<file path="config.mk">
export PLATFORM = sky130hd
export DESIGN_NAME = fp_addsub_pipe
export DESIGN_NICKNAME = d
export VERILOG_FILES = /design/src/rtl/fp_addsub_pipe.sv
export SDC_FILE = /design/constraint.sdc
export NUM_CORES = 2
export LEC_CHECK = 0
export ABC_CLOCK_PERIOD_IN_PS = 5600
export CORE_MARGIN = 3
export CORE_UTILIZATION = 25
export DETAILED_ROUTE_END_ITERATION = 10
export SYNTH_ARGS = -nofsm -noshare
export SYNTH_HDL_FRONTEND = slang
export SYNTH_SLANG_ARGS = --single-unit
</file>
<file path="constraint.sdc">
create_clock -name clk -period 5.6 [get_ports clk]
set_input_delay 1.12 -clock clk [delete_from_list [all_inputs] [get_ports clk]]
set_output_delay 1.12 -clock clk [all_outputs]
set_load 0.005 [all_outputs]
</file>
<file path="src/rtl/fp_addsub_pipe.sv">
// ---------------------------------------------------------------------------
// fp_addsub_pipe
// Fully pipelined IEEE-754 adder/subtractor (round-to-nearest-even, denormals
// flushed to zero) with an opaque tag, exception flags and valid/ready
// backpressure. All stages advance together and all hold together on a stall.
//
// Pipeline: S1 unpack/classify/swap -> S2 align -> S3 add/sub -> S4 normalise
// -> output register (round, pack, flags). An operation accepted on edge N
// is presented with out_valid=1 after edge N+4 when no stall occurs.
//
// Ports
//   clk, rst_n      clock, asynchronous active-low reset
//   in_valid/ready  operation handshake; in_ready depends only on out_valid
//                   and out_ready
//   in_a, in_b      operands {sign, exponent, fraction}
//   in_sub          0: a+b, 1: a-b
//   in_tag          sideband returned unchanged with the result
//   out_valid/ready result handshake
//   out_data        result
//   out_tag         tag of the operation that produced out_data
//   out_flags       {invalid, overflow, underflow, inexact}
//   busy            any of the four internal stages holds a valid operation
// ---------------------------------------------------------------------------
module fp_addsub_pipe #(
    parameter int EXP_W = 11,
    parameter int MAN_W = 52,
    parameter int TAG_W = 8
) (
    input  logic                 clk,
    input  logic                 rst_n,
    input  logic                 in_valid,
    output logic                 in_ready,
    input  logic [EXP_W+MAN_W:0] in_a,
    input  logic [EXP_W+MAN_W:0] in_b,
    input  logic                 in_sub,
    input  logic [TAG_W-1:0]     in_tag,
    output logic                 out_valid,
    input  logic                 out_ready,
    output logic [EXP_W+MAN_W:0] out_data,
    output logic [TAG_W-1:0]     out_tag,
    output logic [3:0]           out_flags,
    output logic                 busy
);

    localparam int W    = 1 + EXP_W + MAN_W;
    localparam int MV   = MAN_W + 4;            // hidden + fraction + G/R/S
    localparam int EW   = EXP_W + 2;            // exponent with carry and sign room
    localparam int LZ_W = $clog2(MV) + 1;
    localparam logic [EXP_W-1:0] EXP_ONES = {EXP_W{1'b1}};
    localparam logic [W-1:0]     QNAN     = {1'b0, EXP_ONES, 1'b1, {(MAN_W-1){1'b0}}};

    // Leading-zero count of a normalisation vector; the highest set bit wins.
    function automatic logic [LZ_W-1:0] lzc(input logic [MV-1:0] v);
        logic [LZ_W-1:0] n;
        n = LZ_W'(MV);
        for (int i = 0; i < MV; i++) begin
            n = v[i] ? LZ_W'(MV - 1 - i) : n;
        end
        return n;
    endfunction

    // ------------------------------------------------------------------
    // Flow control
    // ------------------------------------------------------------------
    logic w_adv;
    logic r_out_valid;

    assign w_adv    = !(r_out_valid && !out_ready);
    assign in_ready = w_adv;

    // ------------------------------------------------------------------
    // S1: unpack, classify, specials, magnitude swap
    // ------------------------------------------------------------------
    logic               w_a_sgn, w_b_sgn;
    logic [EXP_W-1:0]   w_a_exp, w_b_exp;
    logic [MAN_W-1:0]   w_a_frc, w_b_frc;
    logic               w_a_zero, w_b_zero, w_a_inf, w_b_inf;
    logic               w_a_nan, w_b_nan, w_a_snan, w_b_snan, w_infinf;
    logic [W-2:0]       w_a_key, w_b_key;
    logic [MAN_W:0]     w_a_man, w_b_man;
    logic               w_swap;
    logic               w_s1_spc, w_s1_inv;
    logic [W-1:0]       w_s1_spv;

    assign w_a_sgn  = in_a[W-1];
    assign w_a_exp  = in_a[W-2:MAN_W];
    assign w_a_frc  = in_a[MAN_W-1:0];
    // Subtraction is folded into the effective sign of b.
    assign w_b_sgn  = in_b[W-1] ^ in_sub;
    assign w_b_exp  = in_b[W-2:MAN_W];
    assign w_b_frc  = in_b[MAN_W-1:0];

    // Exponent zero covers both true zero and flushed denormals.
    assign w_a_zero = (w_a_exp == {EXP_W{1'b0}});
    assign w_b_zero = (w_b_exp == {EXP_W{1'b0}});
    assign w_a_inf  = (w_a_exp == EXP_ONES) && (w_a_frc == {MAN_W{1'b0}});
    assign w_b_inf  = (w_b_exp == EXP_ONES) && (w_b_frc == {MAN_W{1'b0}});
    assign w_a_nan  = (w_a_exp == EXP_ONES) && (w_a_frc != {MAN_W{1'b0}});
    assign w_b_nan  = (w_b_exp == EXP_ONES) && (w_b_frc != {MAN_W{1'b0}});
    assign w_a_snan = w_a_nan && !w_a_frc[MAN_W-1];
    assign w_b_snan = w_b_nan && !w_b_frc[MAN_W-1];
    assign w_infinf = w_a_inf && w_b_inf && (w_a_sgn != w_b_sgn);

    // Magnitude keys treat flushed denormals as zero so the swap agrees
    // with the mantissas that are actually used.
    assign w_a_key  = w_a_zero ? {(W-1){1'b0}} : in_a[W-2:0];
    assign w_b_key  = w_b_zero ? {(W-1){1'b0}} : in_b[W-2:0];
    assign w_a_man  = w_a_zero ? {(MAN_W+1){1'b0}} : {1'b1, w_a_frc};
    assign w_b_man  = w_b_zero ? {(MAN_W+1){1'b0}} : {1'b1, w_b_frc};
    assign w_swap   = (w_b_key > w_a_key);

    // Special-case result selection; these bypass the arithmetic path.
    always_comb begin
        w_s1_spc = 1'b0;
        w_s1_spv = {W{1'b0}};
        w_s1_inv = 1'b0;
        if (w_a_nan || w_b_nan || w_infinf) begin
            w_s1_spc = 1'b1;
            w_s1_spv = QNAN;
            w_s1_inv = w_a_snan || w_b_snan || w_infinf;
        end else if (w_a_inf) begin
            w_s1_spc = 1'b1;
            w_s1_spv = {w_a_sgn, EXP_ONES, {MAN_W{1'b0}}};
        end else if (w_b_inf) begin
            w_s1_spc = 1'b1;
            w_s1_spv = {w_b_sgn, EXP_ONES, {MAN_W{1'b0}}};
        end else begin
            w_s1_spc = 1'b0;
            w_s1_spv = {W{1'b0}};
        end
    end

    logic               r_s1_valid, r_s1_sgn, r_s1_eff_sub, r_s1_spc, r_s1_inv, r_s1_zsgn;
    logic [TAG_W-1:0]   r_s1_tag;
    logic [EXP_W-1:0]   r_s1_exp, r_s1_diff;
    logic [MAN_W:0]     r_s1_xm, r_s1_ym;
    logic [W-1:0]       r_s1_spv;

    // S1 register: larger-magnitude operand lands in x.
    always_ff @(posedge clk or negedge rst_n) begin
        if (!rst_n) begin
            r_s1_valid   <= 1'b0;
            r_s1_tag     <= {TAG_W{1'b0}};
            r_s1_sgn     <= 1'b0;
            r_s1_eff_sub <= 1'b0;
            r_s1_exp     <= {EXP_W{1'b0}};
            r_s1_diff    <= {EXP_W{1'b0}};
            r_s1_xm      <= {(MAN_W+1){1'b0}};
            r_s1_ym      <= {(MAN_W+1){1'b0}};
            r_s1_spc     <= 1'b0;
            r_s1_spv     <= {W{1'b0}};
            r_s1_inv     <= 1'b0;
            r_s1_zsgn    <= 1'b0;
        end else if (w_adv) begin
            r_s1_valid   <= in_valid;
            r_s1_tag     <= in_tag;
            r_s1_sgn     <= w_swap ? w_b_sgn : w_a_sgn;
            r_s1_eff_sub <= w_a_sgn ^ w_b_sgn;
            r_s1_exp     <= w_swap ? w_b_exp : w_a_exp;
            r_s1_diff    <= w_swap ? (w_b_exp - w_a_exp) : (w_a_exp - w_b_exp);
            r_s1_xm      <= w_swap ? w_b_man : w_a_man;
            r_s1_ym      <= w_swap ? w_a_man : w_b_man;
            r_s1_spc     <= w_s1_spc;
            r_s1_spv     <= w_s1_spv;
            r_s1_inv     <= w_s1_inv;
            // Sign of an exact zero: negative only when both inputs are.
            r_s1_zsgn    <= w_a_sgn & w_b_sgn;
        end
    end

    // ------------------------------------------------------------------
    // S2: align the smaller mantissa, collecting guard/round/sticky
    // ------------------------------------------------------------------
    logic [2*MV-1:0] w_s2_dbl;
    logic [MV-1:0]   w_s2_ym;

    // Shift into a double-width window; the lower half is what falls off.
    always_comb begin
        w_s2_dbl = {r_s1_ym, 3'b000, {MV{1'b0}}} >> r_s1_diff;
        if (32'(r_s1_diff) >= 32'(MAN_W + 3)) begin
            w_s2_ym = {{(MV-1){1'b0}}, |r_s1_ym};
        end else begin
            w_s2_ym = w_s2_dbl[2*MV-1:MV] | {{(MV-1){1'b0}}, |w_s2_dbl[MV-1:0]};
        end
    end

    logic               r_s2_valid, r_s2_sgn, r_s2_eff_sub, r_s2_spc, r_s2_inv, r_s2_zsgn;
    logic [TAG_W-1:0]   r_s2_tag;
    logic [EXP_W-1:0]   r_s2_exp;
    logic [MV-1:0]      r_s2_xm, r_s2_ym;
    logic [W-1:0]       r_s2_spv;

    // S2 register.
    always_ff @(posedge clk or negedge rst_n) begin
        if (!rst_n) begin
            r_s2_valid   <= 1'b0;
            r_s2_tag     <= {TAG_W{1'b0}};
            r_s2_sgn     <= 1'b0;
            r_s2_eff_sub <= 1'b0;
            r_s2_exp     <= {EXP_W{1'b0}};
            r_s2_xm      <= {MV{1'b0}};
            r_s2_ym      <= {MV{1'b0}};
            r_s2_spc     <= 1'b0;
            r_s2_spv     <= {W{1'b0}};
            r_s2_inv     <= 1'b0;
            r_s2_zsgn    <= 1'b0;
        end else if (w_adv) begin
            r_s2_valid   <= r_s1_valid;
            r_s2_tag     <= r_s1_tag;
            r_s2_sgn     <= r_s1_sgn;
            r_s2_eff_sub <= r_s1_eff_sub;
            r_s2_exp     <= r_s1_exp;
            r_s2_xm      <= {r_s1_xm, 3'b000};
            r_s2_ym      <= w_s2_ym;
            r_s2_spc     <= r_s1_spc;
            r_s2_spv     <= r_s1_spv;
            r_s2_inv     <= r_s1_inv;
            r_s2_zsgn    <= r_s1_zsgn;
        end
    end

    // ------------------------------------------------------------------
    // S3: magnitude add/subtract (x >= y, so the difference is never negative)
    // ------------------------------------------------------------------
    logic [MV:0] w_s3_sum;

    assign w_s3_sum = r_s2_eff_sub ? ({1'b0, r_s2_xm} - {1'b0, r_s2_ym})
                                   : ({1'b0, r_s2_xm} + {1'b0, r_s2_ym});

    logic               r_s3_valid, r_s3_sgn, r_s3_spc, r_s3_inv, r_s3_zsgn;
    logic [TAG_W-1:0]   r_s3_tag;
    logic [EXP_W-1:0]   r_s3_exp;
    logic [MV:0]        r_s3_sum;
    logic [W-1:0]       r_s3_spv;

    // S3 register.
    always_ff @(posedge clk or negedge rst_n) begin
        if (!rst_n) begin
            r_s3_valid <= 1'b0;
            r_s3_tag   <= {TAG_W{1'b0}};
            r_s3_sgn   <= 1'b0;
            r_s3_exp   <= {EXP_W{1'b0}};
            r_s3_sum   <= {(MV+1){1'b0}};
            r_s3_spc   <= 1'b0;
            r_s3_spv   <= {W{1'b0}};
            r_s3_inv   <= 1'b0;
            r_s3_zsgn  <= 1'b0;
        end else if (w_adv) begin
            r_s3_valid <= r_s2_valid;
            r_s3_tag   <= r_s2_tag;
            r_s3_sgn   <= r_s2_sgn;
            r_s3_exp   <= r_s2_exp;
            r_s3_sum   <= w_s3_sum;
            r_s3_spc   <= r_s2_spc;
            r_s3_spv   <= r_s2_spv;
            r_s3_inv   <= r_s2_inv;
            r_s3_zsgn  <= r_s2_zsgn;
        end
    end

    // ------------------------------------------------------------------
    // S4: normalise so the hidden bit sits at MV-1
    // ------------------------------------------------------------------
    logic [LZ_W-1:0] w_s4_lz;
    logic [MV-1:0]   w_s4_norm;
    logic [EW-1:0]   w_s4_exp;
    logic            w_s4_zero;

    // Carry-out shifts right by one (keeping sticky); otherwise shift left.
    // The exponent may go negative here, which reads as underflow later.
    always_comb begin
        w_s4_lz   = lzc(r_s3_sum[MV-1:0]);
        w_s4_zero = (r_s3_sum == {(MV+1){1'b0}});
        if (r_s3_sum[MV]) begin
            w_s4_norm = {r_s3_sum[MV:2], r_s3_sum[1] | r_s3_sum[0]};
            w_s4_exp  = {2'b00, r_s3_exp} + {{(EW-1){1'b0}}, 1'b1};
        end else begin
            w_s4_norm = r_s3_sum[MV-1:0] << w_s4_lz;
            w_s4_exp  = {2'b00, r_s3_exp} - EW'(w_s4_lz);
        end
    end

    logic               r_s4_valid, r_s4_sgn, r_s4_zero, r_s4_spc, r_s4_inv, r_s4_zsgn;
    logic [TAG_W-1:0]   r_s4_tag;
    logic [EW-1:0]      r_s4_exp;
    logic [MV-1:0]      r_s4_norm;
    logic [W-1:0]       r_s4_spv;

    // S4 register.
    always_ff @(posedge clk or negedge rst_n) begin
        if (!rst_n) begin
            r_s4_valid <= 1'b0;
            r_s4_tag   <= {TAG_W{1'b0}};
            r_s4_sgn   <= 1'b0;
            r_s4_exp   <= {EW{1'b0}};
            r_s4_norm  <= {MV{1'b0}};
            r_s4_zero  <= 1'b0;
            r_s4_spc   <= 1'b0;
            r_s4_spv   <= {W{1'b0}};
            r_s4_inv   <= 1'b0;
            r_s4_zsgn  <= 1'b0;
        end else if (w_adv) begin
            r_s4_valid <= r_s3_valid;
            r_s4_tag   <= r_s3_tag;
            r_s4_sgn   <= r_s3_sgn;
            r_s4_exp   <= w_s4_exp;
            r_s4_norm  <= w_s4_norm;
            r_s4_zero  <= w_s4_zero;
            r_s4_spc   <= r_s3_spc;
            r_s4_spv   <= r_s3_spv;
            r_s4_inv   <= r_s3_inv;
            r_s4_zsgn  <= r_s3_zsgn;
        end
    end

    // ------------------------------------------------------------------
    // Output stage: round to nearest even, pack, flags
    // ------------------------------------------------------------------
    logic             w_o_up, w_o_inx, w_o_unf;
    logic [MAN_W+1:0] w_o_man;
    logic [EW-1:0]    w_o_exp;
    logic [MAN_W-1:0] w_o_frc;
    logic [W-1:0]     w_o_data;
    logic [3:0]       w_o_flags;

    assign w_o_up  = r_s4_norm[2] & (r_s4_norm[1] | r_s4_norm[0] | r_s4_norm[3]);
    assign w_o_inx = r_s4_norm[2] | r_s4_norm[1] | r_s4_norm[0];
    assign w_o_man = {1'b0, r_s4_norm[MV-1:3]} + {{(MAN_W+1){1'b0}}, w_o_up};
    assign w_o_unf = r_s4_exp[EW-1] || (r_s4_exp == {EW{1'b0}});

    // Result selection in priority order: special, exact zero, underflow,
    // overflow, normal. A rounding carry bumps the exponent and clears
    // the fraction.
    always_comb begin
        w_o_exp   = r_s4_exp;
        w_o_frc   = w_o_man[MAN_W-1:0];
        w_o_data  = {W{1'b0}};
        w_o_flags = 4'b0000;
        if (w_o_man[MAN_W+1]) begin
            w_o_exp = r_s4_exp + {{(EW-1){1'b0}}, 1'b1};
            w_o_frc = w_o_man[MAN_W:1];
        end else begin
            w_o_exp = r_s4_exp;
            w_o_frc = w_o_man[MAN_W-1:0];
        end
        if (r_s4_spc) begin
            w_o_data  = r_s4_spv;
            w_o_flags = {r_s4_inv, 3'b000};
        end else if (r_s4_zero) begin
            w_o_data  = {r_s4_zsgn, {(W-1){1'b0}}};
            w_o_flags = 4'b0000;
        end else if (w_o_unf) begin
            w_o_data  = {r_s4_sgn, {(W-1){1'b0}}};
            w_o_flags = 4'b0011;
        end else if (w_o_exp >= {2'b00, EXP_ONES}) begin
            w_o_data  = {r_s4_sgn, EXP_ONES, {MAN_W{1'b0}}};
            w_o_flags = 4'b0101;
        end else begin
            w_o_data  = {r_s4_sgn, w_o_exp[EXP_W-1:0], w_o_frc};
            w_o_flags = {3'b000, w_o_inx};
        end
    end

    logic [W-1:0]     r_out_data;
    logic [TAG_W-1:0] r_out_tag;
    logic [3:0]       r_out_flags;

    // Output register; holds while the consumer stalls.
    always_ff @(posedge clk or negedge rst_n) begin
        if (!rst_n) begin
            r_out_valid <= 1'b0;
            r_out_data  <= {W{1'b0}};
            r_out_tag   <= {TAG_W{1'b0}};
            r_out_flags <= 4'b0000;
        end else if (w_adv) begin
            r_out_valid <= r_s4_valid;
            r_out_data  <= w_o_data;
            r_out_tag   <= r_s4_tag;
            r_out_flags <= w_o_flags;
        end
    end

    assign out_valid = r_out_valid;
    assign out_data  = r_out_data;
    assign out_tag   = r_out_tag;
    assign out_flags = r_out_flags;
    assign busy      = r_s1_valid | r_s2_valid | r_s3_valid | r_s4_valid;

endmodule

</file>
==> impl_metrics.ini <==
[outcome]
run_status = completed

[worst_setup_path]
critical_path.reg2reg.startpoint = r_s2_xm[8]
worst-endpoint-required_ns = 6.14
timing.reg2reg.worst_path_depth = 11
timing.critical_path.fanout_max = 10
r2r-end = r_s3_sum[53]
start_kind = register
cp-end-kind = register
cp_data_arrival_time_ns = 5.47
r2r_slack_ns = 0.67
category_of_the_most_critical_setup_path = reg2reg

[logic_synthesis]
synthTopCellsByCount = 1090 x sky130_fd_sc_hd__nand2_1, 525 x sky130_fd_sc_hd__dfrtp_1, 421 x sky130_fd_sc_hd__nor2_1, 407 x sky130_fd_sc_hd__a21oi_1, 371 x sky130_fd_sc_hd__o21ai_0
post-synth-top-area-cell = sky130_fd_sc_hd__dfrtp_1
yosys-top-cells-area = sky130_fd_sc_hd__dfrtp_1 33%, sky130_fd_sc_hd__nand2_1 10%, sky130_fd_sc_hd__ha_1 6.4%
postSynthAreaPerCell_um2 = 7.743
mapped_cells = 5100
post-synth-top-area-fraction_pct = 33.27
synth_sequential_area_ratio_pct = 33.27
ys_dominant_reg_cell = sky130_fd_sc_hd__dfrtp_1
syn_nets = 5446
post-synth-top-count-cell = sky130_fd_sc_hd__nand2_1
yosys_warnings = 0
yosysUniqueCellTypes = 101
synth-edff-count = 0
register_bit_total_from_synthesis = 525
async_flop_share_pct = 100.0
post_synthesis_cell_area_mm2 = 0.03949

[drt]
drt-vias-per-instance = 5.210
ant_nets = 0
routedWlPerCell_um = 20.43
routed_wirelength_um = 149700
drc_violations_left = 0
detailedRoute.firstPassIterationCount = 6
drt_iter0_drc = 3811
dr_total_vias = 38170

[floorplanning]
initial_utilization_pct = 25.22
dieHeight_um = 403.4
fp-row-count = 145
floorplan.die_area_mm2 = 0.1628
total_core_area_mm2 = 0.1566
die_w_um = 403.4
ios = 220

[sta]
timing.final.max_slew_violations = 0
fmax_ghz = 0.2027
finalClockSkew_ns = 0.04749
slew_headroom_pct = 28.00
period_needed_ns = 4.935
unrepaired_setup_endpoints_after_global_routing = false
timing.final.setup_violations = 0
tightest_slew_ns = 1.070
finalHoldViolCount = 0
worst_hold_slack_ns = 0.4212
fin_crit_sh_pct = 88.12

[min_path]
hp-class = in2async

[placement]
dpl.hpwl_um = 113900
port-buffer-count = 219
dpl.cell_count = 7209
gp_congestion = 0.9475

[global_route]
antenna_found_initial = 2
grt_total_ovfl = 0
first_global_vias = 36260
grt_start_max_net_pins = 214
global_route_wire_length_before_repair_um = 228200
grt_util_all_layers_pct = 17.81

[clock_network]
cts_resized = 0
clk_latency_ns = 0.70
cts_tree = built
clock_path_buffers = 3
clk_transition_reported_paths_ns = 0.07
h-tree-depth = 2
cts_num_sinks = 525
ctsRootBufferMaster = sky130_fd_sc_hd__clkbuf_16
post_cts.repair.setup_buffers = 0
cts_hold_buf = 0
cts_made_buffers = 61

[run]
max_cap_violations = 0

[layout]
finish.utilization_pct = 29.92
nets = 5560
post_route_cells_drive_above_1_share_pct = 8.829
finalNonFillerCells = 7326
area_growth_pct = 18.61
nFillCells = 16820

[power]
peakVddDrop_v = 0.0002572
power.leakage_nw = 20.25
power-per-cell-area_mw_per_mm2 = 558.3
[state kept, by name, summed over array words and instances, names as in the netlist, 11 cells and up]
signal,flops
r_s2_exp,11
r_s3_exp,11
r_s1_xm,53
r_s4_norm,56
r_s4_exp,13
r_s2_xm,53
r_s1_exp,11
out_data,64
r_s3_sum,57
r_s2_ym,56
r_s1_ym,53
r_s1_diff,11
[how the worst max path moves through the flow]
stage / start / to / slack, ns / cells after the start
6_report: r_s2_xm[8] / r_s3_sum[53] / 0.67 / 11
5_1_grt: r_s3_sum[31] / r_s4_exp[9] / 0.36 / 16
4_1_cts: in_b[55] / r_s1_diff[6] / 0.64 / 20
3_5_place_dp: in_b[55] / r_s1_diff[6] / -0.03 / 20
3_3_place_gp: in_a[58] / r_s1_diff[10] / -0.04 / 19
2_1_floorplan: in_b[52] / r_s1_exp[0] / 0.77 / 19
[critical path, cell delays in order (launching register included)]
cell                        delay [ns]
sky130_fd_sc_hd__dfrtp_1          0.46
sky130_fd_sc_hd__ha_1             0.52
sky130_fd_sc_hd__inv_1            0.14
sky130_fd_sc_hd__a221oi_1         0.58
sky130_fd_sc_hd__nand3_1          0.26
sky130_fd_sc_hd__a2111oi_0        0.69
sky130_fd_sc_hd__a21oi_1          0.38
sky130_fd_sc_hd__a21oi_1          0.48
sky130_fd_sc_hd__o31ai_1          0.21
sky130_fd_sc_hd__a221oi_1         0.51
sky130_fd_sc_hd__o21ai_0          0.25
sky130_fd_sc_hd__o311ai_0         0.33
[metal layers]
layer,share of wire [%],GRT usage [%]
met5,0.017,0
met4,3.5,5.791
met3,6.2,2.147
met2,44,27.49
met1,46,25.72
[final cells by class]
| class | instances | area [um^2] | share of cell area [%] |
|---|---|---|---|
| multi-input combinational | 3956 | 24000 | 51.24 |
| clock buffer | 73 | 1672 | 3.569 |
| antenna | 1 | 2.502 | 0.005342 |
| inverter | 233 | 882.1 | 1.883 |
| sequential | 525 | 13150 | 28.06 |
| timing repair buffer | 437 | 4034 | 8.612 |
| tap | 2058 | 2575 | 5.497 |
| clock inverter | 43 | 529.3 | 1.130 |
[cell usage in the layout (no fill, tap or decap), types with 25 or more instances in the layout]
cell type	netlist	routed
sky130_fd_sc_hd__nand2_1	1090	1090
sky130_fd_sc_hd__mux2i_1	211	211
sky130_fd_sc_hd__a21o_1	48	48
sky130_fd_sc_hd__inv_1	225	224
sky130_fd_sc_hd__xor2_1	54	54
sky130_fd_sc_hd__nand4_1	56	56
sky130_fd_sc_hd__o22ai_1	56	55
sky130_fd_sc_hd__dfrtp_1	525	521
sky130_fd_sc_hd__a22o_1	26	26
sky130_fd_sc_hd__a221oi_1	29	29
sky130_fd_sc_hd__o21bai_1	27	27
sky130_fd_sc_hd__mux4_2	42	42
sky130_fd_sc_hd__a21oi_1	407	407
sky130_fd_sc_hd__clkdlybuf4s50_1	0	218
sky130_fd_sc_hd__xnor2_1	70	70
sky130_fd_sc_hd__a211oi_1	40	40
sky130_fd_sc_hd__nand2b_1	25	25
sky130_fd_sc_hd__nand3_1	89	87
sky130_fd_sc_hd__nor2b_1	33	32
sky130_fd_sc_hd__ha_1	201	201
sky130_fd_sc_hd__o21ai_0	371	370
sky130_fd_sc_hd__nor2_1	421	418
sky130_fd_sc_hd__clkbuf_16	0	61
sky130_fd_sc_hd__mux2_2	30	30
sky130_fd_sc_hd__buf_4	4	202
sky130_fd_sc_hd__nor3_1	122	122
sky130_fd_sc_hd__nor4_1	74	73
sky130_fd_sc_hd__a31oi_1	93	93
[cell families after synthesis]
group                    share of synthesized area, %
flip-flops                                      33.27
adder cells (fa/ha/maj)                         6.571
AND/OR/NAND/NOR                                 22.35
buffers and inverters                           6.143
multiplexers                                    8.634
AO/OA/AOI/OAI                                   20.28
XOR/XNOR                                        2.750
[through the flow]
stage | cell area, um^2 | worst slack [ns] | setup TNS (ns) | total power [mW]
after floorplan | 39490 | 0.7708 | 0 | 16.12
after global placement | 44640 | -0.03999 | -0.04068 | 21.37
after detailed placement | 44640 | -0.03278 | -0.06494 | 21.50
after CTS | 46840 | 0.6398 | 0 | 25.98
after global routing | 46840 | 0.3620 | 0 | 27.84
final | 46840 | 0.6654 | 0 | 26.15
[power by group]
group	internal [mW]	switching [mW]	total, mW	leakage [nW]
Clock	2.56	1.84	4.40	1.05
Combinational	5.50	8.85	14.4	12.7
Sequential	5.30	2.10	7.40	6.48
Total	13.4	12.8	26.2	20.2
Power figures use the tool's default switching activity.
